[config.mk]
export PLATFORM = sky130hd
export DESIGN_NAME = index_gather_rx
export DESIGN_NICKNAME = d
export VERILOG_FILES = /design/src/rtl/index_gather_pkg.sv /design/src/rtl/index_gather_rx_node.sv /design/src/rtl/index_gather_rx.sv
export SDC_FILE = /design/constraint.sdc
export NUM_CORES = 1
export LEC_CHECK = 0
export BUFFER_PORTS_ARGS = -buffer_cell sky130_fd_sc_hd__clkbuf_2
export CAP_MARGIN = 20
export CORE_ASPECT_RATIO = 0.8
export CORE_UTILIZATION = 25
export DETAILED_ROUTE_END_ITERATION = 12
export SKIP_CTS_REPAIR_TIMING = 1
export SYNTH_ARGS = -nofsm -noshare
export SYNTH_HDL_FRONTEND = slang
export SYNTH_HIERARCHICAL = 1
export SYNTH_SLANG_ARGS = --single-unit
[constraint.sdc]
create_clock -name clk -period 1.8 [get_ports clk]
set_input_delay 0.36 -clock clk [delete_from_list [all_inputs] [get_ports clk]]
set_output_delay 0.36 -clock clk [all_outputs]
set_load 0.03 [all_outputs]
[src/rtl/index_gather_pkg.sv]
// Shared types and helpers for the index_gather_rx serial-to-parallel gatherer.
// INDEX_GATHER_PARITY_EN (when defined) adds a trailing even-parity bit to each frame.
package index_gather_pkg;

   typedef enum logic [0:0] {
      COLLECT = 1'b0,
      FULL    = 1'b1
   } state_e;

   localparam int DEFAULT_WIDTH = 8;

   function automatic int frame_len(input int width, input logic parity_en);
      int fl;
      if (parity_en) begin
         fl = width + 1;
      end else begin
         fl = width;
      end
      return fl;
   endfunction

   function automatic logic even_parity(input logic [32:0] v);
      return ^v;
   endfunction

endpackage

[src/rtl/index_gather_rx_node.sv]
// Per-index capture node: one enabled flop with asynchronous active-low clear.
module gather_node (
   input  logic clk,
   input  logic rst_n,
   input  logic en,
   input  logic d,
   output logic q
);

   // capture the steered serial bit when this node is addressed
   always_ff @(posedge clk or negedge rst_n) begin
      if (!rst_n) begin
         q <= 1'b0;
      end else if (en) begin
         q <= d;
      end
   end

endmodule

[src/rtl/index_gather_rx.sv]
// Bit-serial (LSB first) to WIDTH-bit word gatherer with registered valid/ready output.
// Define INDEX_GATHER_PARITY_EN to append and check one even-parity bit per frame.
module index_gather_rx
   import index_gather_pkg::*;
#(
   parameter int WIDTH = DEFAULT_WIDTH,
   parameter int IDX_W = $clog2(WIDTH + 1)
) (
   input  logic             clk,
   input  logic             rst_n,
   input  logic             bit_in,
   input  logic             bit_valid,
   output logic             bit_ready,
   output logic [WIDTH-1:0] out_data,
   output logic             out_valid,
   input  logic             out_ready,
   output logic             parity_err,
   output logic [IDX_W-1:0] bit_idx
);

`ifdef INDEX_GATHER_PARITY_EN
   localparam logic PAR_EN = 1'b1;
`else
   localparam logic PAR_EN = 1'b0;
`endif
   localparam int FL = frame_len(WIDTH, PAR_EN);
   localparam logic [IDX_W-1:0] LAST_IDX   = IDX_W'(FL - 1);
   localparam logic [0:0]       ST_COLLECT = COLLECT;
   localparam logic [0:0]       ST_FULL    = FULL;

   logic [0:0]       state_r, state_n_s;
   logic [IDX_W-1:0] bit_idx_r, bit_idx_n_s;
   logic [WIDTH-1:0] out_data_r, out_data_n_s;
   logic             out_valid_r, out_valid_n_s;
   logic             parity_err_r, parity_err_n_s;

   logic [FL-1:0]    node_s;
   logic [FL-1:0]    node_en_s;
   logic             accept_s;
   logic             last_s;
   logic             out_fire_s;
   logic [WIDTH-1:0] new_data_s;
   logic             new_perr_s;
   logic [WIDTH-1:0] held_data_s;
   logic             held_perr_s;

   assign bit_ready  = (state_r == ST_COLLECT);
   assign accept_s   = bit_valid && bit_ready;
   assign last_s     = accept_s && (bit_idx_r == LAST_IDX);
   assign out_fire_s = out_valid_r && out_ready;

   assign out_data   = out_data_r;
   assign out_valid  = out_valid_r;
   assign parity_err = parity_err_r;
   assign bit_idx    = bit_idx_r;

   genvar i;
   generate
      for (i = 0; i < FL; i++) begin : g_node
         assign node_en_s[i] = accept_s && (bit_idx_r == IDX_W'(i));
         gather_node u_node (
            .clk   (clk),
            .rst_n (rst_n),
            .en    (node_en_s[i]),
            .d     (bit_in),
            .q     (node_s[i])
         );
      end
   endgenerate

   // word images: "new" bypasses the final bit straight from bit_in, "held" is the parked frame
   always_comb begin
`ifdef INDEX_GATHER_PARITY_EN
      new_data_s  = node_s[WIDTH-1:0];
      new_perr_s  = even_parity(33'(node_s[WIDTH-1:0])) ^ bit_in;
      held_data_s = node_s[WIDTH-1:0];
      held_perr_s = even_parity(33'(node_s));
`else
      new_data_s  = {bit_in, node_s[WIDTH-2:0]};
      new_perr_s  = 1'b0;
      held_data_s = node_s;
      held_perr_s = 1'b0;
`endif
   end

   // next-state for FSM, index counter and output register
   always_comb begin
      state_n_s      = state_r;
      bit_idx_n_s    = bit_idx_r;
      out_data_n_s   = out_data_r;
      out_valid_n_s  = out_valid_r;
      parity_err_n_s = parity_err_r;
      case (state_r)
         ST_COLLECT: begin
            if (out_fire_s) begin
               out_valid_n_s = 1'b0;
            end else begin
               out_valid_n_s = out_valid_r;
            end
            if (last_s) begin
               bit_idx_n_s = {IDX_W{1'b0}};
               if (!out_valid_r || out_ready) begin
                  out_data_n_s   = new_data_s;
                  parity_err_n_s = new_perr_s;
                  out_valid_n_s  = 1'b1;
               end else begin
                  state_n_s = ST_FULL;
               end
            end else if (accept_s) begin
               bit_idx_n_s = bit_idx_r + IDX_W'(1);
            end else begin
               bit_idx_n_s = bit_idx_r;
            end
         end
         ST_FULL: begin
            // out_valid is necessarily 1 here, so out_ready alone completes the handshake
            if (out_ready) begin
               out_data_n_s   = held_data_s;
               parity_err_n_s = held_perr_s;
               out_valid_n_s  = 1'b1;
               state_n_s      = ST_COLLECT;
            end else begin
               state_n_s = ST_FULL;
            end
         end
         default: begin
            state_n_s = ST_COLLECT;
         end
      endcase
   end

   // state and output registers
   always_ff @(posedge clk or negedge rst_n) begin
      if (!rst_n) begin
         state_r      <= ST_COLLECT;
         bit_idx_r    <= {IDX_W{1'b0}};
         out_data_r   <= {WIDTH{1'b0}};
         out_valid_r  <= 1'b0;
         parity_err_r <= 1'b0;
      end else begin
         state_r      <= state_n_s;
         bit_idx_r    <= bit_idx_n_s;
         out_data_r   <= out_data_n_s;
         out_valid_r  <= out_valid_n_s;
         parity_err_r <= parity_err_n_s;
      end
   end

endmodule

# [Yosys cells after proc, flatten, opt, wreduce, memory -nomap -nowiden]
# Index checks and enable logic that the tools add are counted.
[classes] add_sub_neg=1 multipliers=0 n_div=0 n_lt_le_gt_ge=0 eq_ne=10 shifts=0 mux=19 n_bitwise=1 reduce_logical=16
[ops] operator="2-to-1 mux 8 bit" count=3
[ops] operator="equality test 4 x 3 -> 1 bit, second input constant" count=4
[ops] operator="one-hot mux 8 bit (2 select lines)" count=1
[ops] operator="logical AND 1 bit" count=10
[ops] operator="2-to-1 mux 1 bit" count=10
[ops] operator="equality test 4 x 2 -> 1 bit, second input constant" count=2
[ops] operator="2-to-1 mux 4 bit" count=2
[ops] operator="one-hot mux 1 bit (2 select lines)" count=3
[ops] operator="adder 4 x 1 -> 4 bit, second input constant" count=1
[ops] operator="equality test 4 x 1 -> 1 bit, second input constant" count=1
[ops] operator="zero test 4 bit" count=1
[ops] operator="!= test 2 x 1 -> 1 bit, second input constant" count=2
[ops] operator="AND reduction 3 bit" count=1
[ops] operator="!= test 2 bit, second input constant" count=1
[ops] operator="AND reduction 2 bit" count=1
[ops] operator="nonzero test 2 bit" count=1
[ops] operator="zero test 1 bit" count=1
[ops] operator="logical OR 1 bit" count=1
[ops] operator="inverter 1 bit" count=1
[word_totals] register_bits=23 latch_bits=0 ram_bits=0 rom_bits=0 in_bits=5 output_inout_bits=15 word_cells=60 mem_count=0

# [Depth between registers and ports, before layout]
[depth] ltp_word=5 depth_mapped=5 ltp_nobuf=4

# [Hierarchy]
# The synthesis kept the hierarchy.
[by_module_without_submodules] mod="index_gather_rx" n_inst=1 cells_each=67 area_each_um2=768.2 seq_area_each_um2=350.3
[by_module_without_submodules] mod="gather_node" n_inst=8 cells_each=2 area_each_um2=40.0 seq_area_each_um2=25.0

# [Worst setup path after synthesis]
# No wires, ideal clock.
[synth_timing] path_kind="register to register" start="reg bit_idx_r[0] (netlist: bit_idx[0])" end="reg out_data_r[0] (netlist: out_data[0])" setup_ns=0.125 arrival_time_ns=1.559 required_ns=1.675 slack_ns=0.116 stages_incl_launch_ff=5 path_buffers=0 synth_period_minus_slack_ns=1.684 cell_sequence="dfrtp_1 -> ha_1 -> and4b_4 -> o21ai_4 -> mux2_2"
[synth_between] elab_chain_len=4
[synth_rtl] element="from (decl)" line="index_gather_rx.sv:32" text="logic [IDX_W-1:0] bit_idx_r, bit_idx_n_s;"
[synth_rtl] element="from (signal assigned)" line="index_gather_rx.sv:136" text="bit_idx_r <= {IDX_W{1'b0}};"
[synth_rtl] element="from (signal assigned)" line="index_gather_rx.sv:142" text="bit_idx_r <= bit_idx_n_s;"
[synth_rtl] element="equality test 4 x 3 -> 1 bit" line="index_gather_rx.sv:49" text="assign last_s = accept_s && (bit_idx_r == LAST_IDX);"
[synth_rtl] element="logical AND 1 bit" line="index_gather_rx.sv:49"
[synth_rtl] element="!= test 2 x 1 -> 1 bit (no source line)"
[synth_rtl] element="AND reduction 3 bit (no source line)"
[synth_rtl] element="to (signal assigned)" line="index_gather_rx.sv:137" text="out_data_r <= {WIDTH{1'b0}};"
[synth_rtl] element="to (signal assigned)" line="index_gather_rx.sv:143" text="out_data_r <= out_data_n_s;"
[synth_rtl] element="to (decl)" line="index_gather_rx.sv:33" text="logic [WIDTH-1:0] out_data_r, out_data_n_s;"
# No other way between the ends.
# A chain may end at the register's enable or synchronous reset.

# [Final worst setup path]
[layout_timing] start="reg bit_idx_r[0] (netlist: bit_idx[0])" end="reg out_data_r[6] (netlist: out_data[6])"
# The elaborated chain is that of the path after synthesis.

==> impl_metrics.toml <==
[synth]
synth_edf_count = 0
yosysSeqAreaShare = 0.506
synth_warnings = 6
synth.avg_cell_area_um2 = 13.1
synth_flop_cell = "dfrtp_1"
yosys.area_share.simple = 0.144
synth_mux_area_frac = 0.193
syn_nets = 92
synth.distinct_cells = 30
syn-cell-area_um2 = 1090
syn_inst = 83
async_flop_share = 1.00
synth_adder_area_share = 0.0460
synth_top_family_by_area = "multiplexers"
ys_seq_elements = 22
synth_xor_area_frac = 0.00805
synth-compound-area-share = 0.0621

[clocking]
clk_path_buf_depth = 2
cts-buffers-inserted = 3
cts.sinks = 22
root_buffer = "clkbuf_8"
clk_latency_ns = 0.26
h-tree-depth = 1
clkTransAtPathRegs_ns = 0.08
cts_tree = "yes"

[critical_path]
crit_family = "flip-flops"
crit_slowest_cell = "dfrtp_1"
cp.required_ns = 1.95
max_stage_delay_ns = 0.44
path_class = "flip-flop to flip-flop"
path_buf_inv = 0
crit_chain = "ha_1 -> and4b_4 -> o21ai_4 -> mux2_2"
crit_arrival_ns = 1.81
crit_fanout = 7
cp-start-kind = "flip-flop"
endpoint_kind = "flip-flop"

[sta]
fmax_ghz = 0.602
period_share = 0.923
relSlewSlack = 0.636
hold_viol = 0
slew_violations = 0
finalSetupViolCount = 0
worstMarginPinSlew_ns = 0.546
fin_skew_ns = 0.000586
post-route-worst-setup-slack_ns = 0.139
final.setup.tns_ns = 0
rsz0062_at_grt = "false"
final.min_clock_period_ns = 1.66

[grt]
grt_pass1_vias = 696
grt_pass1_wl_um = 3270
grt_overflow = 0
grt_antenna_before_repair = 0
grt_max_degree = 23
grt_usage = 0.0972

[floorplan]
die_w_um = 75.8
start_util = 0.261
core_um2 = 4180
die_area_um2 = 4620
die_y_um = 61.0
top_level_ports = 20
rows = 21

[detailed_routing]
wl_um = 1950
ant_nets = 0
avgViaCountPerCell = 4.30
vias = 688
dr.pass1.iters = 6
initialDrtViolationCount = 6
drc = 0
wl_per_cell_um = 12.2

[placement]
place_congestion = 0.758
portBuffers = 18
dp_hpwl_um = 1490
dp_slack_ns = 0.140

[min_path]
timing.hold.worst.class = "primary input to asynchronous set/reset pin"

[cells_and_area]
drive_above_1_share = 0.398
final_cell_mix = "dfrtp_1, clkbuf_2, mux2_4"
ff_latch_area_um2 = 551
mostFrequentLayoutCell = "dfrtp_1"
multi_input_area_um2 = 497
nFillCells = 424
nets = 113
area_growth_pct = 19.7
num_antenna_cells = 0

[pwr]
power_leakage_nw = 0.634
power_density_nw_per_um2 = 1680
irDropWorstVdd_mv = 0.479

[run_status]
outcome = "completed"

[job]
cap_viol_max_count = 0
==> cell usage after synthesis (2+ instances only) <==
master    n  share of area
mux2_4    8           0.11
and3_1    3          0.017
dfrtp_1  22           0.51
and2_1    5          0.029
nor2b_1   3          0.017
buf_4     2          0.014
mux2_1    2          0.021
nand4_1   2          0.011
o21ai_0   2         0.0092
ha_1      4          0.046
nand3_1   2         0.0092
mux2_2    6          0.062
inv_1     4          0.014
nand2_1   2         0.0069
==> per-layer routing <==
layer,GRT usage,vias up,part of all wire
li1,-,326,-
met1,0.124,345,0.48
met2,0.162,15,0.48
met3,0.0344,2,0.042
met4,0.0159,0,0.0031
met5,0,-,0
==> final cells by class <==
cell class,count,share of cell area
timing repair buffer,19,0.0749
inverter,4,0.0115
tap,57,0.0548
clock inverter,1,0.0231
sequential,22,0.423
multi-input combinational,54,0.381
clock buffer,3,0.0317
==> registers in the layout (all words and copies together) (netlist names) <==
signal / count
bit_idx: 4
out_data: 8
out_valid: 1
state_r: 1
g_node.u_node/q: 8
==> power by group <==
part	internal, mW	switching (mW)
logic	0.375	0.487
registers	0.710	0.168
clock network	0.297	0.156
==> metrics by stage <==
stage / power, mW / std cells / instance area (um2) / util / hold WS, ns
2_1_floorplan: 1.50 / 83 / 1090 / - / 0.0644
3_3_place_gp: 1.72 / 156 / 1230 / 0.295 / 0.355
3_5_place_dp: 1.76 / 156 / 1230 / 0.295 / 0.373
4_1_cts: 2.23 / 160 / 1300 / 0.312 / 0.0859
5_1_grt: 2.35 / 160 / 1300 / 0.312 / 0.103
6_report: 2.19 / 160 / 1300 / 0.312 / 0.0693
==> worst paths after layout <==
| check | endpoint | from | cells past startpoint | slack [ns] |
|---|---|---|---|---|
| setup / recovery | out_data[6] | bit_idx[0] | 4 | 0.14 |
| hold reg to reg | out_data[5] | out_data[5] | 1 | 0.49 |
| hold / removal | out_data[1] | rst_n | 1 | 0.07 |
| max in group asynchronous | g_node[0].u_node/q | rst_n | 1 | 1.37 |
| min in group clk | state_r | out_ready | 2 | 0.31 |
| setup reg to reg | out_data[6] | bit_idx[0] | 4 | 0.14 |
==> cells by family after synthesis <==
kind of cell               after synthesis
other                                    1
adders and majority gates                4
AOI/OAI and AO/OA                        8
and+or+nand+nor                         24
DFF                                     22
muxes                                   16
buffers and inverters                    7
xor gates and xnor gates                 1
Power figures use the tool's default switching activity.
